**config.mk**
```make
export PLATFORM = sky130hd
export DESIGN_NAME = ttt_game_ctrl
export DESIGN_NICKNAME = d
export VERILOG_FILES = /design/src/rtl/ttt_game_ctrl.sv
export SDC_FILE = /design/constraint.sdc
export NUM_CORES = 1
export LEC_CHECK = 0
export CELL_PAD_IN_SITES_DETAIL_PLACEMENT = 2
export CELL_PAD_IN_SITES_GLOBAL_PLACEMENT = 2
export CORE_MARGIN = 2
export CORE_UTILIZATION = 36
export DETAILED_ROUTE_END_ITERATION = 8
export GPL_TIMING_DRIVEN = 0
export PLACE_DENSITY_LB_ADDON = 0.1
export REMOVE_ABC_BUFFERS = 1
export SLEW_MARGIN = 20
export SYNTH_ARGS = -nofsm -noshare
export SYNTH_HDL_FRONTEND = slang
export SYNTH_SLANG_ARGS = --single-unit
```
**constraint.sdc**
```tcl
create_clock -name clk -period 6.1 [get_ports clk]
set_input_delay 1.22 -clock clk [delete_from_list [all_inputs] [get_ports clk]]
set_output_delay 1.22 -clock clk [all_outputs]
set_load 0.01 [all_outputs]
```
**src/rtl/ttt_game_ctrl.sv**
```systemverilog
// Tic-tac-toe game-state controller: accepts moves, alternates turns, detects win/draw,
// and presents a board snapshot that only changes while video is blanked.
module ttt_game_ctrl (
  input  logic       clk,
  input  logic       reset,
  input  logic       visible,
  input  logic       new_game,
  input  logic       move_valid,
  input  logic [3:0] move_pos,
  output logic       move_ready,
  output logic       illegal,
  output logic       turn,
  output logic       game_over,
  output logic [1:0] winner,
  output logic [3:0] move_count,
  output logic [8:0] occupied,
  output logic [8:0] symbol
);

  typedef enum logic [1:0] {StWait, StCheck, StOver} state_e;

  state_e     state_q;
  logic [8:0] b_occ_q;
  logic [8:0] b_sym_q;

  logic [8:0] cell_mask;
  logic       pos_legal;
  logic [8:0] mine;
  logic       mover_wins;

  // Out-of-range positions shift the bit off the end, giving an empty mask.
  assign cell_mask = 9'(16'd1 << move_pos);
  assign pos_legal = (move_pos <= 4'd8) && ((b_occ_q & cell_mask) == 9'd0);

  // Cells held by the player who just moved.
  assign mine = b_occ_q & (turn ? b_sym_q : ~b_sym_q);

  assign mover_wins = (&mine[2:0]) | (&mine[5:3]) | (&mine[8:6]) |
                      (mine[0] & mine[3] & mine[6]) |
                      (mine[1] & mine[4] & mine[7]) |
                      (mine[2] & mine[5] & mine[8]) |
                      (mine[0] & mine[4] & mine[8]) |
                      (mine[2] & mine[4] & mine[6]);

  assign move_ready = (state_q == StWait);
  assign game_over  = (state_q == StOver);

  always_ff @(posedge clk or negedge reset) begin
    if (!reset) begin
      state_q    <= StWait;
      b_occ_q    <= 9'd0;
      b_sym_q    <= 9'd0;
      illegal    <= 1'b0;
      turn       <= 1'b0;
      winner     <= 2'b00;
      move_count <= 4'd0;
      occupied   <= 9'd0;
      symbol     <= 9'd0;
    end else begin
      illegal <= 1'b0;

      if (!visible) begin
        occupied <= b_occ_q;
        symbol   <= b_sym_q;
      end

      if (new_game) begin
        state_q    <= StWait;
        b_occ_q    <= 9'd0;
        b_sym_q    <= 9'd0;
        turn       <= 1'b0;
        winner     <= 2'b00;
        move_count <= 4'd0;
      end else begin
        case (state_q)
          StWait: begin
            if (move_valid) begin
              if (pos_legal) begin
                b_occ_q    <= b_occ_q | cell_mask;
                b_sym_q    <= turn ? (b_sym_q | cell_mask) : (b_sym_q & ~cell_mask);
                move_count <= move_count + 4'd1;
                state_q    <= StCheck;
              end else begin
                illegal <= 1'b1;
              end
            end
          end
          StCheck: begin
            if (mover_wins) begin
              winner  <= turn ? 2'b10 : 2'b01;
              state_q <= StOver;
            end else if (move_count == 4'd9) begin
              winner  <= 2'b11;
              state_q <= StOver;
            end else begin
              turn    <= ~turn;
              state_q <= StWait;
            end
          end
          StOver: begin
            state_q <= StOver;
          end
          default: begin
            state_q <= StWait;
          end
        endcase
      end
    end
  end

endmodule

```
### Word-level counts from Yosys, hierarchy flattened

Index checks and enable logic that the tools add are counted.

| operators by class | value |
|---|---|
| add/sub/neg operators | 1 |
| multipliers | 0 |
| divide/modulo/power cells | 0 |
| magnitude comparators | 1 |
| equal/unequal tests | 7 |
| shift operators | 1 |
| multiplexer cells | 33 |
| bitwise operators | 25 |
| reduce and logical (&&, ||, !) cells | 15 |

Operators by type and width:

| kind | count |
|---|---|
| 9-bit two-way mux | 10 |
| 9-bit bitwise AND | 3 |
| 2-bit two-way mux | 10 |
| 9-bit NOT | 2 |
| 9-bit OR | 2 |
| 4-bit two-way mux | 4 |
| 3-bit AND reduction | 5 |
| 1-bit bitwise AND | 10 |
| 9-bit logical NOT | 1 |
| 1-bit by 4-bit << shifter with 9-bit output, first input constant | 1 |
| 1-bit two-way mux | 8 |
| 2-bit nonzero test | 4 |
| 1-bit OR | 7 |
| 2-bit one-hot mux with 3 select lines | 1 |
| 4-bit by 1-bit adder with 4-bit output, second input constant | 1 |
| 4-bit == test, second input constant | 1 |
| 4-bit less-or-equal comparator, second input constant | 1 |
| 2-bit != test, second input constant | 2 |
| 2-bit AND reduction | 2 |
| 3-bit by 2-bit != test with 1-bit output, second input constant | 1 |
| 3-bit != test, second input constant | 1 |
| 3-bit nonzero test | 1 |
| 2-bit by 1-bit == test with 1-bit output, second input constant | 1 |
| 2-bit == test, second input constant | 1 |
| 3 further kinds | 3 |

| storage, ports and cells | value |
|---|---|
| register bits | 46 |
| bits in latches | 0 |
| memory bits (writable) | 0 |
| bits in read-only memories | 0 |
| input port bits | 9 |
| output and inout port bits | 28 |
| word-level logic and storage cells | 92 |
| memories kept | 0 |

### Logic depth before layout (Yosys ltp)

| depth | value |
|---|---|
| depth after elaboration | 14 |
| mapped depth | 8 |
| gate-level depth less buffers | 6 |

### Worst setup path after synthesis

OpenSTA, ideal clock, no wires.

| timing | value |
|---|---|
| path kind | in2reg |
| start point | input port move_pos[1] |
| end point | register b_sym_q[6] |
| library setup time | 132 ps |
| data arrival time | 2928 ps |
| data required time | 5968 ps |
| setup slack | 3040 ps |
| cell stages on the path | 7 |
| path buffers | 1 |
| path through | buf_6 -> mux4_2 -> a221o_2 -> nor4b_4 -> nand3_1 -> mux2i_1 -> nor2_1 |

| on the way | value |
|---|---|
| cells in the longest elaborated chain, start to end | 8 |
| elaborated cells on any way between the ends | 15 |
| those cells by class | order compare (1); shift (1); mux (5); bitwise (4); reduce/logical (4) |

Ends and longest elaborated chain:

| what | RTL line | text |
|---|---|---|
| start, declared | 9 | `input logic [3:0] move_pos,` |
| 1-bit by 4-bit << shifter with 9-bit output | 32 | `assign cell_mask = 9'(16'd1 << move_pos);` |
| 9-bit NOT | 80 | `b_sym_q <= turn ? (b_sym_q \| cell_mask) : (b_sym_q & ~cell_mask);` |
| 9-bit bitwise AND | 80 |  |
| 9-bit two-way mux | 80 |  |
| 9-bit two-way mux | 78 | `if (pos_legal) begin` |
| 9-bit two-way mux | 77 | `if (move_valid) begin` |
| 9-bit two-way mux | 75 | `case (state_q)` |
| 9-bit two-way mux | 67 | `if (new_game) begin` |
| end signal, assigned | 80 |  |
| end, declared | 24 | `logic [8:0] b_sym_q;` |

Parallel ways exist; a longest one is shown, timed or not. The select of a mux whose other input is x is not followed.
A chain may end at the register's enable or synchronous reset.

### Worst setup path after layout

Ends and elaborated chain as after synthesis.

==> out/summary.txt <==
H-tree depth -> 2
WP data arrival -> 3830 ps
DRT iter0 DRCs -> 88
initial antenna violation count -> 0
placer congestion estimate -> 0.7808
Rel. slew slack -> 36.82%
CTS Buf Count -> 5
startpoint types -> input port
drt wl/cell -> 17.64 um
HPWL Detailed -> 4158 um
cell area after placement -> 2661 um2
slowest stage cell, crit path -> clkdlybuf4s50_1
final instance area -> 2733 um2
fmax -> 273.1 MHz
synth warn -> 0
layout net count -> 259
share of layout cells above drive strength 1 -> 11.29%
post-synthesis sequential area ratio -> 51.54%
WP data required -> 6270 ps
final std cells w/o fill -> 323
power per cell area -> 200.0 nW/um2
residual DRC count -> 0
Hold WC Path Type -> reg -> reg
die width -> 82.77 um
Syn-to-layout area delta -> 22.35%
skew final -> 5.464 ps
post_cts resized -> 0
commonest non-fill, non-tap cell in the layout -> dfrtp_1
total gr overflow -> 0
Hold-fix buffers, CTS -> 0
synthesized area per cell -> 10.49 um2
Slew Viols, Final -> 0
CP max stage delay -> 730 ps
clock tree sinks -> 46
fillers -> 650
Core ar. -> 5956 um2
commonest cells after routing, fill and taps aside -> dfrtp_1 (46), clkdlybuf4s50_1 (34), nor2_1 (21), nand2_1 (19), a21oi_1 (19)
final setup TNS -> 0 ps
final setup vio count -> 0
ratio of final minimum period to clock period -> 60.02%
worst-path maximum fanout -> 9
minimum clock period -> 3661 ps
Synth area leader -> dfrtp_1
post-CTS setup buffers -> 0
top cell type's share of synthesized area -> 51.54%
Die Y -> 82.77 um
hold path depth -> 2
worst path cell trace -> clkdlybuf4s50_1 -> mux4_2 -> a221o_2 -> nor4b_4 -> nand3_1 -> mux2i_1 -> nor2_1
Max clock buf depth -> 2
Worst Tran Pin Value -> 947.7 ps
I/O pin cnt -> 37
vias per cell -> 5.474
clk_lat worst skew -> 300 ps
Vias -> 1768
status -> finished, final reports clean
root buf cell -> clkbuf_8
number of antenna diodes -> 0
Pleak -> 1.213 nW
Cell Rows -> 28
DRT Wirelength -> 5698 um
RSZ-0062 raised after global routing -> no
DRT Pass-1 Iters -> 4
number of synthesized register bits -> 46
fin util -> 45.88%
Total Routing Usage GR -> 19.05%
CTS clk-pin slew, worst paths -> 80 ps
Final Hold Viols -> 0
Die ar. -> 6850 um2
Place WS -> 2094 ps
Max VDD drop -> 0.1187 mV
Max-cap violations -> 0
post-route setup slack -> 2439 ps
initial core utilization -> 37.50%
Post-Syn Area -> 2233 um2
DRT antenna net count -> 0
CP Capture Type -> flop
vias in the first global route -> 1823
CTS tree -> built
crit path kind -> in -> reg
first-pass GRT wire length -> 9591 um
Reg2Reg Depth -> 6
DP Cell Count -> 316
Synth area leaders -> dfrtp_1 (52%), mux2_2 (6.6%), a21oi_1 (4.3%), mux2i_1 (3.6%), nor2_1 (3.5%)
IO buf count -> 36
largest net degree at the start of global routing -> 32
count of cell types in the netlist -> 39
cell count after synthesis -> 213
## final cells by class
cell class / count / area (um2) / area share (%)
flip-flops and latches: 46 / 1151 / 42.12
multi-input cells: 147 / 999.7 / 36.58
repair buffers: 37 / 370.4 / 13.55
well taps: 75 / 93.84 / 3.434
clock buffers: 7 / 76.32 / 2.793
inverters: 11 / 41.29 / 1.511
## worst max-delay path, delay by kind of cell
kind,cells,cell delay [ps]
AOI/OAI and AO/OA,1,510
buffers and inverters,1,730
muxes,2,770
and+or+nand+nor,3,600
## flip-flops by register name, summed over array words and instances (netlist names)
name,cells
move_count,4
occupied,9
turn,1
b_occ_q,9
b_sym_q,9
state_q,2
symbol,9
winner,2
illegal,1
## kinds of logic after synthesis
kind of cell	synth area share (%)
AOI/OAI and AO/OA	10.20
adders and majority gates	1.120
muxes	11.65
buffers and inverters	3.698
xor gates and xnor gates	1.569
DFF	51.54
and+or+nand+nor	20.22
## layer usage
metal	GRT usage [%]	vias up	wire length, um
met5	0	-	0
li1	-	824	-
met3	4.130	7	160
met1	26.49	911	2714
met2	29.92	26	2754
met4	5.410	0	68
## worst paths after layout
| path | from | end | slack (ps) |
|---|---|---|---|
| setup / recovery | move_pos[1] | b_sym_q[6] | 2440 |
| hold / removal | occupied[2] | occupied[2] | 490 |
| setup reg to reg | turn | turn | 3520 |
| hold reg to reg | occupied[2] | occupied[2] | 490 |
| max in group asynchronous | reset | b_occ_q[8] | 4680 |
| min in group asynchronous | reset | symbol[3] | 900 |
## stage by stage
stage / hold slack (ps) / total power, mW
6_report: 491.1 / 0.5466
3_3_place_gp: 466.3 / 0.3744
5_1_grt: 534.8 / 0.5740
3_5_place_dp: 476.2 / 0.3769
2_1_floorplan: 511.2 / 0.3425
4_1_cts: 498.5 / 0.5540
## Yosys cell counts
master	number
or4_1	8
nand3_1	10
nor4_1	1
xnor2_1	2
mux2i_1	8
buf_6	1
mux4_2	1
or3b_1	1
a31oi_1	1
a221oi_1	2
mux2_2	13
a21oi_1	19
nor2_1	21
nand2b_1	2
o21ai_0	5
a221o_2	1
clkbuf_1	8
o21ai_1	1
o21ba_1	1
or3_1	3
o21bai_1	1
nand2_1	19
nor4_4	1
ha_1	2
a211oi_4	1
nor4b_4	1
mux2_1	1
or4b_1	1
xor2_1	2
nor3_1	3
o31ai_1	1
a211oi_1	2
nand4_1	7
nor2b_1	2
nor4_2	1
or2_2	1
inv_1	11
o211ai_1	1
dfrtp_1	46
## power by group
| part | internal (mW) | total [mW] | switching (mW) |
|---|---|---|---|
| registers | 0.309 | 0.316 | 0.00738 |
| logic | 0.0227 | 0.0529 | 0.0302 |
| clock network | 0.0791 | 0.177 | 0.0983 |
Power figures use the tool's default switching activity.
